`src/rtl/halftone_pkg.sv`:
```
`default_nettype none
// ============================================================================
// Module      : halftone_pkg
// Description : Shared widths, Floyd-Steinberg weights and clamp helper for
//               the halftone error-diffusion stage.
// Revision    : 1.0 - initial release
// ============================================================================
package halftone_pkg;

   localparam int GRAY_W = 8;
   localparam int ERR_W  = 10;
   localparam int CORR_W = 11;

   // Floyd-Steinberg weights (sixteenths): right, down-left, down, down-right
   localparam int FS_R     = 7;
   localparam int FS_DL    = 3;
   localparam int FS_D     = 5;
   localparam int FS_DR    = 1;
   localparam int FS_SHIFT = 4;

   localparam logic signed [CORR_W-1:0] CLAMP_MIN = '0;
   localparam logic signed [CORR_W-1:0] CLAMP_MAX = 11'sd255;

   typedef logic signed [ERR_W-1:0] err_t;

   // Saturate the error-corrected value back into the 8-bit gray range
   function automatic logic [GRAY_W-1:0] clamp_gray(input logic signed [CORR_W-1:0] corr);
      logic [GRAY_W-1:0] v;
      if (corr < CLAMP_MIN) begin
         v = '0;
      end else if (corr > CLAMP_MAX) begin
         v = '1;
      end else begin
         v = corr[GRAY_W-1:0];
      end
      return v;
   endfunction

endpackage : halftone_pkg
`default_nettype wire

```
`src/rtl/halftone_fs_diffuser_fs_quantize.sv`:
```
`default_nettype none
// ============================================================================
// Module      : fs_quantize
// Description : Combinational core of one diffusion step: adds the pending
//               error to the gray pixel, clamps, thresholds and produces the
//               four floor-shifted weighted errors.
// Revision    : 1.0 - initial release
// ============================================================================
module fs_quantize
   import halftone_pkg::*;
#(
   parameter int THRESH = 128
) (
   input  logic [GRAY_W-1:0] gray,
   input  err_t              acc,
   output logic              q,
   output err_t              w7,
   output err_t              w3,
   output err_t              w5,
   output err_t              w1
);

   // Products of the 9-bit error with weights up to 7 fit comfortably in 13 bits
   localparam int PROD_W = 13;
   localparam logic [GRAY_W-1:0] TH = GRAY_W'(THRESH);
   localparam logic signed [PROD_W-1:0] K_R  = PROD_W'(FS_R);
   localparam logic signed [PROD_W-1:0] K_DL = PROD_W'(FS_DL);
   localparam logic signed [PROD_W-1:0] K_D  = PROD_W'(FS_D);
   localparam logic signed [PROD_W-1:0] K_DR = PROD_W'(FS_DR);

   logic signed [CORR_W-1:0] corr;
   logic [GRAY_W-1:0]        v;
   logic signed [8:0]        v_ext;
   logic signed [8:0]        e;
   logic signed [PROD_W-1:0] e_ext;
   logic signed [PROD_W-1:0] s7, s3, s5, s1;

   // Correct, clamp, quantize and split the residual error into four weights
   always_comb begin
      corr  = $signed({{(CORR_W-GRAY_W){1'b0}}, gray})
            + $signed({{(CORR_W-ERR_W){acc[ERR_W-1]}}, acc});
      v     = clamp_gray(corr);
      q     = (v >= TH);
      v_ext = $signed({1'b0, v});
      e     = q ? (v_ext - 9'sd255) : v_ext;
      e_ext = $signed({{(PROD_W-9){e[8]}}, e});
      // Arithmetic shift gives floor division, matching the reference rounding
      s7    = (e_ext * K_R)  >>> FS_SHIFT;
      s3    = (e_ext * K_DL) >>> FS_SHIFT;
      s5    = (e_ext * K_D)  >>> FS_SHIFT;
      s1    = (e_ext * K_DR) >>> FS_SHIFT;
      w7    = s7[ERR_W-1:0];
      w3    = s3[ERR_W-1:0];
      w5    = s5[ERR_W-1:0];
      w1    = s1[ERR_W-1:0];
   end

endmodule : fs_quantize
`default_nettype wire

```
`src/rtl/halftone_fs_diffuser.sv`:
```
`default_nettype none
// ============================================================================
// Module      : halftone_fs_diffuser
// Description : Streaming Floyd-Steinberg halftoner. Converts a raster stream
//               of 8-bit gray pixels into 1-bit pixels, carrying error to the
//               right neighbour and into a one-row error buffer.
// Revision    : 1.0 - initial release
// ============================================================================
module halftone_fs_diffuser
   import halftone_pkg::*;
#(
   parameter int IMG_W  = 16,
   parameter int IMG_H  = 16,
   parameter int THRESH = 128
) (
   input  logic              clk,
   input  logic              rst,
   input  logic              gray_valid,
   output logic              gray_ready,
   input  logic [GRAY_W-1:0] gray_in,
   output logic              pix_valid,
   input  logic              pix_ready,
   output logic              pix_out,
   output logic              pix_last
);

   localparam int COL_W = (IMG_W > 1) ? $clog2(IMG_W) : 1;
   localparam int ROW_W = (IMG_H > 1) ? $clog2(IMG_H) : 1;
   localparam logic [COL_W-1:0] LAST_COL = COL_W'(IMG_W - 1);
   localparam logic [ROW_W-1:0] LAST_ROW = ROW_W'(IMG_H - 1);

   logic [COL_W-1:0] col;
   logic [ROW_W-1:0] row;
   err_t             right_err;
   err_t             cur_err [IMG_W];
   err_t             nxt_err [IMG_W];
   err_t             nxt_upd [IMG_W];
   err_t             acc;
   err_t             w7, w3, w5, w1;
   logic             q;
   logic             accept;
   logic             last_col;
   logic             last_row;

   assign gray_ready = !pix_valid || pix_ready;
   assign accept     = gray_valid && gray_ready;
   assign last_col   = (col == LAST_COL);
   assign last_row   = (row == LAST_ROW);
   assign acc        = right_err + cur_err[col];

   fs_quantize #(
      .THRESH (THRESH)
   ) u_quant (
      .gray (gray_in),
      .acc  (acc),
      .q    (q),
      .w7   (w7),
      .w3   (w3),
      .w5   (w5),
      .w1   (w1)
   );

   // Next-row buffer after this pixel's contributions; also feeds the row swap
   always_comb begin
      for (int i = 0; i < IMG_W; i++) begin
         nxt_upd[i] = nxt_err[i];
         if (col == COL_W'(i)) begin
            // Column 0 starts a fresh row, so its slot is overwritten
            nxt_upd[i] = (i == 0) ? w5 : (nxt_err[i] + w5);
         end else if ((i < IMG_W - 1) && (col == COL_W'(i + 1))) begin
            nxt_upd[i] = nxt_err[i] + w3;
         end else if ((i > 0) && (col == COL_W'(i - 1))) begin
            // First contribution to this slot in the row, so assign
            nxt_upd[i] = w1;
         end
      end
   end

   // Raster position and error storage, advanced on every accepted pixel
   always_ff @(posedge clk or posedge rst) begin
      if (rst) begin
         col       <= '0;
         row       <= '0;
         right_err <= '0;
         for (int i = 0; i < IMG_W; i++) begin
            cur_err[i] <= '0;
            nxt_err[i] <= '0;
         end
      end else if (accept) begin
         nxt_err <= nxt_upd;
         if (last_col) begin
            col       <= '0;
            right_err <= '0;
            if (last_row) begin
               // Frame end: bottom-row error is dropped, next frame starts clean
               row <= '0;
               for (int i = 0; i < IMG_W; i++) begin
                  cur_err[i] <= '0;
               end
            end else begin
               row     <= row + 1'b1;
               cur_err <= nxt_upd;
            end
         end else begin
            col       <= col + 1'b1;
            right_err <= w7;
         end
      end
   end

   // Output register: loads on accept, holds under backpressure
   always_ff @(posedge clk or posedge rst) begin
      if (rst) begin
         pix_valid <= 1'b0;
         pix_out   <= 1'b0;
         pix_last  <= 1'b0;
      end else if (accept) begin
         pix_valid <= 1'b1;
         pix_out   <= q;
         pix_last  <= last_col && last_row;
      end else if (pix_ready) begin
         pix_valid <= 1'b0;
      end
   end

endmodule : halftone_fs_diffuser
`default_nettype wire

```
`config.mk`:
```
export PLATFORM = sky130hd
export DESIGN_NAME = halftone_fs_diffuser
export DESIGN_NICKNAME = d
export VERILOG_FILES = /design/src/rtl/halftone_pkg.sv /design/src/rtl/halftone_fs_diffuser_fs_quantize.sv /design/src/rtl/halftone_fs_diffuser.sv
export SDC_FILE = /design/constraint.sdc
export NUM_CORES = 2
export LEC_CHECK = 0
export ABC_AREA = 1
export CORE_ASPECT_RATIO = 1.25
export CORE_UTILIZATION = 38
export DETAILED_ROUTE_END_ITERATION = 7
export HOLD_SLACK_MARGIN = 0.03
export SETUP_SLACK_MARGIN = 0.05
export SLEW_MARGIN = 0
export SYNTH_ARGS = -nofsm -noshare
export SYNTH_HDL_FRONTEND = slang
export SYNTH_SLANG_ARGS = --single-unit
export TNS_END_PERCENT = 50
```
`constraint.sdc`:
```
create_clock -name clk -period 14.1 [get_ports clk]
set_input_delay 2.115 -clock clk [delete_from_list [all_inputs] [get_ports clk]]
set_output_delay 2.115 -clock clk [all_outputs]
set_load 0.03 [all_outputs]
```
==> Yosys cells after proc, flatten, opt, wreduce, memory -nomap -nowiden <==
Index checks and enable logic that the tools add are counted.
{ "op_classes": {"addsub": 35, "n_mul": 3, "div_mod_pow": 0, "magnitude_cmp": 4, "n_eq_ne": 16, "shift": 0, "muxes": 58, "bitwise": 1, "reduce_logical": 7} }
{ "op_table": {"columns": ["cell", "count"], "rows": [
  ["2-to-1 mux 10 bit", 49],
  ["2-to-1 mux 160 bit", 1],
  ["adder 10 x 8 -> 10 bit", 15],
  ["adder 10 x 9 -> 10 bit", 15],
  ["binary-select mux 10 bit (select 4 bit)", 1],
  ["equality test 4 bit, second input constant", 9],
  ["multiplier 9 x 4 -> 13 bit, second input constant", 2],
  ["equality test 4 x 3 -> 1 bit, second input constant", 4],
  ["2-to-1 mux 8 bit", 2],
  ["multiplier 9 x 3 -> 12 bit, second input constant", 1],
  ["adder 9 x 10 -> 11 bit", 1],
  ["> comparator 11 x 9 -> 1 bit, second input constant", 1],
  ["< comparator 11 x 1 -> 1 bit, second input constant", 1],
  ["adder 10 bit", 1],
  ["2-to-1 mux 9 bit", 1],
  ["subtractor 8 x 8 -> 9 bit, second input constant", 1],
  ["adder 4 x 1 -> 4 bit, second input constant", 2],
  ["equality test 4 x 2 -> 1 bit, second input constant", 2],
  ["greater-or-equal comparator 8 bit, second input constant", 1],
  ["2-to-1 mux 4 bit", 2],
  ["greater-or-equal comparator 5 bit, second input constant", 1],
  ["NOT 4 -> 5 bit", 1],
  ["equality test 4 x 1 -> 1 bit, second input constant", 1],
  ["zero test 4 bit", 1],
  ["6 further kinds", 8]
]} }
{ "word_totals": {"ff_bits": 341, "latchBits": 0, "ram_bits": 0, "mem_bits_ro": 0, "out_inout_bits": 4, "word_cells": 162, "mem_count": 0} }

==> Longest topological paths before layout <==
{ "logic_depth": {"ltp_word": 16, "ltp_mapped": 64, "depth_no_buf": 62} }

==> Cells and area by module <==
A second synthesis with hierarchy kept.
{ "hier_totals": {"hier_cells": 5315, "hier_area_um2": 34444.3} }
{ "by_module_without_submodules": {"columns": ["module", "instances", "cells_each", "area_per_inst_um2", "seq_area_each_um2"], "rows": [
  ["halftone_fs_diffuser", 1, 4976, 32144.6, 8533.2],
  ["fs_quantize", 1, 339, 2299.7, 0.0]
]} }

==> Least setup slack after synthesis <==
OpenSTA, ideal clock, no wires.
{ "synth_timing": {"path_type": "reg-to-reg", "startpoint": "register col[1]", "endpoint": "register nxt_err[118] in the netlist's numbering", "setup_ns": 0.117, "arrival_time_ns": 9.541, "t_required_ns": 13.983, "slack_ns": 4.442, "path_stages_with_launch": 55, "cell_sequence": "dfrtp_1 buf_2 inv_2 clkbuf_1 clkbuf_1 o21ai_0 o22ai_1 nand2_1 nand4_1 ha_1 inv_1 fa_1 o21ai_2 a31oi_1 xnor2_1 ha_1 nand2_1 nor3_1 [... 19 more ...] fa_1 xnor2_1 inv_1 fa_1 o31ai_1 inv_1 nor2_1 nor2_1 o21ai_0 and2_1 nor2_1 nor2_1 nor2_1 xor2_1 nand2_1 o21ai_0 nand2_1 nand2_1"} }
{ "synth_via": {"elab_chain_len": 15} }
{ "synth_rtl": {"columns": ["item", "line_no", "rtl"], "rows": [
  ["from (decl)", "halftone_fs_diffuser.sv:32", "logic [COL_W-1:0] col;"],
  ["from (signal assigned)", "halftone_fs_diffuser.sv:105", "col <= col + 1'b1;"],
  ["NOT 4 -> 5 bit (implied by the code)", "halftone_fs_diffuser.sv:49", "assign acc = right_err + cur_err[col];"],
  ["binary-select mux 10 bit (select 4 bit)", "halftone_fs_diffuser.sv:49", null],
  ["2-to-1 mux 10 bit (implied by the code) (2 in a row)", "halftone_fs_diffuser.sv:49", null],
  ["adder 10 bit", "halftone_fs_diffuser.sv:49", null],
  ["adder 9 x 10 -> 11 bit", "halftone_fs_diffuser_fs_quantize.sv:41", "+ $signed({{(CORR_W-ERR_W){acc[ERR_W-1]}}, acc});"],
  ["> comparator 11 x 9 -> 1 bit", "halftone_pkg.sv:31", "end else if (corr > CLAMP_MAX) begin"],
  ["2-to-1 mux 8 bit", "halftone_pkg.sv:31", null],
  ["2-to-1 mux 8 bit", "halftone_pkg.sv:29", "if (corr < CLAMP_MIN) begin"],
  ["subtractor 8 x 8 -> 9 bit / greater-or-equal comparator 8 bit (equally long branches)", "halftone_fs_diffuser_fs_quantize.sv:45, halftone_fs_diffuser_fs_quantize.sv:43", null],
  ["2-to-1 mux 9 bit", "halftone_fs_diffuser_fs_quantize.sv:45", "e = q ? (v_ext - 9'sd255) : v_ext;"],
  ["multiplier 9 x 3 -> 12 bit", "halftone_fs_diffuser_fs_quantize.sv:49", "s3 = (e_ext * K_DL) >>> FS_SHIFT;"],
  ["adder 10 x 8 -> 10 bit", "halftone_fs_diffuser.sv:71", "nxt_upd[i] = nxt_err[i] + w3;"],
  ["2-to-1 mux 10 bit", "halftone_fs_diffuser.sv:70", "end else if ((i < IMG_W - 1) && (col == COL_W'(i + 1))) begin"],
  ["2-to-1 mux 10 bit *", "halftone_fs_diffuser.sv:67", "if (col == COL_W'(i)) begin"],
  ["to (signal assigned)", "halftone_fs_diffuser.sv:90", "nxt_err <= nxt_upd;"],
  ["to (decl)", "halftone_fs_diffuser.sv:36", "err_t nxt_err [IMG_W];"]
]} }
Every way passes the cells marked *; elsewhere a longest branch is shown, timed or not. The select of a mux whose other input is x is not followed.
A chain may end at the register's enable or synchronous reset.

==> Final worst setup path <==
{ "layout_timing": {"startpoint": "register col[0]", "endpoint": "register nxt_err[19] in the netlist's numbering"} }
The elaborated chain is that of the path after synthesis.

==> summary.txt <==
Critical path
  • CP max stage delay: 0.61 ns
  • CP arrival: 11.84 ns
  • Setup crit end: nxt_err[19]$_DFFE_PP0P_
  • Slowest cell on the critical path: dfrtp_4
  • Data required, critical path: 14.57 ns
  • CP startpoint: col[0]$_DFFE_PP0P_
  • Class of the most critical setup path: reg2reg
  • Reg2Reg Depth: 56
  • R2r startpoint: col[0]$_DFFE_PP0P_
  • Reg2reg end: nxt_err[19]$_DFFE_PP0P_
  • CP Capture Type: flop
  • Startpoint Class: flop
  • Worst-path maximum fanout: 56
  • Worst path most repeated cell: nand2_1
  • FF-to-FF setup slack: 2.73 ns

Synth
  • Synth top area share: 26.8%
  • Yosys reg bits: 340
  • Mapped Nets: 5031
  • Xor and xnor fraction of the mapped netlist area: 4.33%
  • Synth Area in Simple Gates: 26.0%
  • Compound-cell area share of the yosys netlist: 17.4%
  • Post-synth EDFFs: 0
  • Synthesized instance count: 4650
  • Synth unique cells: 50
  • Cell Area, Synth: 31800 µm²
  • Largest area contributor in the netlist: dfrtp_1
  • Synth Area in Adders: 15.5%
  • Avg Synthesized Cell Area: 6.83 µm²
  • Top cells by count, synth: nand2_1 (1189), inv_1 (588), o21ai_0 (496)
  • Multiplexer share of the synthesized area: 0.315%
  • Sequential share of the synthesized area: 26.8%
  • Count leader, synth: nand2_1
  • Top cells by area, synth: dfrtp_1 (27%), nand2_1 (14%), ha_1 (13%)
  • Synth warn: 0
  • Ys async rst share: 100%
  • Post-synth top flop: dfrtp_1
  • Largest family of logic cells by synthesized area: simple AND/OR/NAND/NOR gates

Timing
  • Slew headroom: 27.3%
  • Max Slew Vio Count: 0
  • Final setup violation count: 0
  • RSZ-0062 raised after global routing: false
  • Fin crit share: 80.6%
  • Max frequency: 88.0 MHz
  • Hold Violations, Final: 0
  • Setup Skew: 0.0157 ns
  • Setup TNS: 0 ns
  • Minimum clock period: 11.37 ns
  • Worst-margin pin slew: 1.09 ns

Route
  • Metal2 WL: 52600 µm
  • Iter 0 DRT Violations: 2359
  • Post-route ant nets: 0
  • Via Count: 30800
  • Routed wl met3: 6150 µm
  • DR DRC count: 20
  • Routed length on met1: 47300 µm
  • Routed vias/inst: 5.40
  • Final Routed Wirelength: 113000 µm
  • Top routing layer in use: met5
  • DR pass1 iterations: 8
  • Average routed wire per standard cell: 19.8 µm

CTS
  • Num CTS Buffers: 41
  • TritonCTS Sinks: 340
  • Postcts setup bufs: 0
  • CTS H-Tree Depth: 2
  • CTS Buffer Depth: 3
  • Reg clk slew, reported paths: 0.07 ns
  • Resize count post-CTS: 0
  • Hold-fix buffers, CTS: 0
  • Clock latency on the worst-skew pair: 0.59 ns
  • CTS tree: built
  • Root buf cell: clkbuf_16

Cells and area
  • Layout area overhead: 8.08%
  • Total Nets Final: 4963
  • Ratio of cells with drive above 1 in the final layout: 6.16%

Min path
  • Hold/Removal Path Class: reg2reg

Placement
  • GPL Wtd Cong: 0.932
  • PortBufs: 15
  • Post-DP HPWL: 75600 µm

Floorplan
  • Die Y: 325 µm
  • Die Width: 261 µm
  • I/O pin cnt: 16
  • Core Box Area: 82800 µm²
  • Initial Util: 38.3%
  • DIE AREA: 84700 µm²
  • Row count: 118

Status
  • Outcome: complete, but fails checks
  • Failing checks: DRC

Run
  • Max Cap Viol: 0

Global route
  • Remaining global-route overflow: 0
  • Largest net degree at the start of global routing: 148
  • GR Util All Layers: 26.4%
  • Initial antenna violation count: 1
  • Vias in the first global route: 28900
  • First-pass GRT wire length: 172000 µm
worst min path at each step:
stage                                  from                 endpoint  slack (ns)  cells after the start
finish              cur_err[13]$_DFFE_PP0P_  cur_err[13]$_DFFE_PP0P_        0.48                      2
global route        nxt_err[59]$_DFFE_PP0P_  nxt_err[59]$_DFFE_PP0P_        0.50                      2
CTS                 cur_err[13]$_DFFE_PP0P_  cur_err[13]$_DFFE_PP0P_        0.48                      2
detailed placement  cur_err[13]$_DFFE_PP0P_  cur_err[13]$_DFFE_PP0P_        0.46                      2
global placement    cur_err[11]$_DFFE_PP0P_  cur_err[11]$_DFFE_PP0P_        0.46                      2
floorplan           cur_err[83]$_DFFE_PP0P_  cur_err[83]$_DFFE_PP0P_        0.44                      2
layout by cell type (no fill, tap or decap), types with 39 or more instances in the layout:
cell type,count
a21oi_1,272
fa_1,39
nand3_1,239
clkbuf_16,41
o21ai_0,496
o21ai_1,48
ha_1,330
nor2_1,376
nand2_1,1185
inv_1,587
xor2_1,131
buf_4,66
dfrtp_1,338
per-layer routing:
| layer | track usage, % | vias up |
|---|---|---|
| li1 | - | 15000 |
| met1 | 33.4 | 14600 |
| met2 | 43.9 | 924 |
| met3 | 2.88 | 259 |
| met4 | 13.9 | 2 |
| met5 | 0 | - |
area by class of cell:
| type | count | area [µm²] |
|---|---|---|
| fill | 8571 | 48500 |
| tap | 1080 | 1350 |
| sequential | 340 | 8510 |
| clock buffer | 55 | 1130 |
| antenna | 1 | 2.50 |
| inverter | 608 | 2310 |
| clock inverter | 17 | 124 |
| timing repair buffer | 81 | 646 |
| multi-input combinational | 3510 | 20200 |
cells by family after synthesis:
logic type | count (synthesis)
simple gates | 1972
buf+inv | 800
fa+ha+maj | 369
xor+xnor | 157
compound gates | 1002
flops | 340
mux | 10
per-stage QoR:
stage | utilization (%) | hold slack (ns) | cell area (µm²) | cells | worst slack, ns
global route | 41.4 | 0.498 | 34300 | 5691 | 2.00
global placement | 39.9 | 0.457 | 33100 | 5619 | 3.21
floorplan | - | 0.444 | 31800 | 4650 | 2.56
detailed placement | 39.9 | 0.461 | 33100 | 5619 | 2.96
CTS | 41.4 | 0.477 | 34300 | 5691 | 2.95
finish | 41.4 | 0.478 | 34300 | 5692 | 2.73
critical path, delay by kind of cell (launching register included):
family          cells  cell delay (ns)
simple gates       26             3.93
compound gates     12             2.52
buf+inv            11             2.25
fa+ha+maj           5             1.51
flops               1             0.61
xor+xnor            2             0.35
registers in the layout, indices dropped and copies added, names as in the netlist:
name and flops:
cur_err 160, col 4, row 4, nxt_err 160
pix_valid 1, pix_last 1, right_err 9, pix_out 1
Power is left out: the tool's default activity adds up to more than one toggle a clock period on the data nets, which glitch-free logic cannot reach.
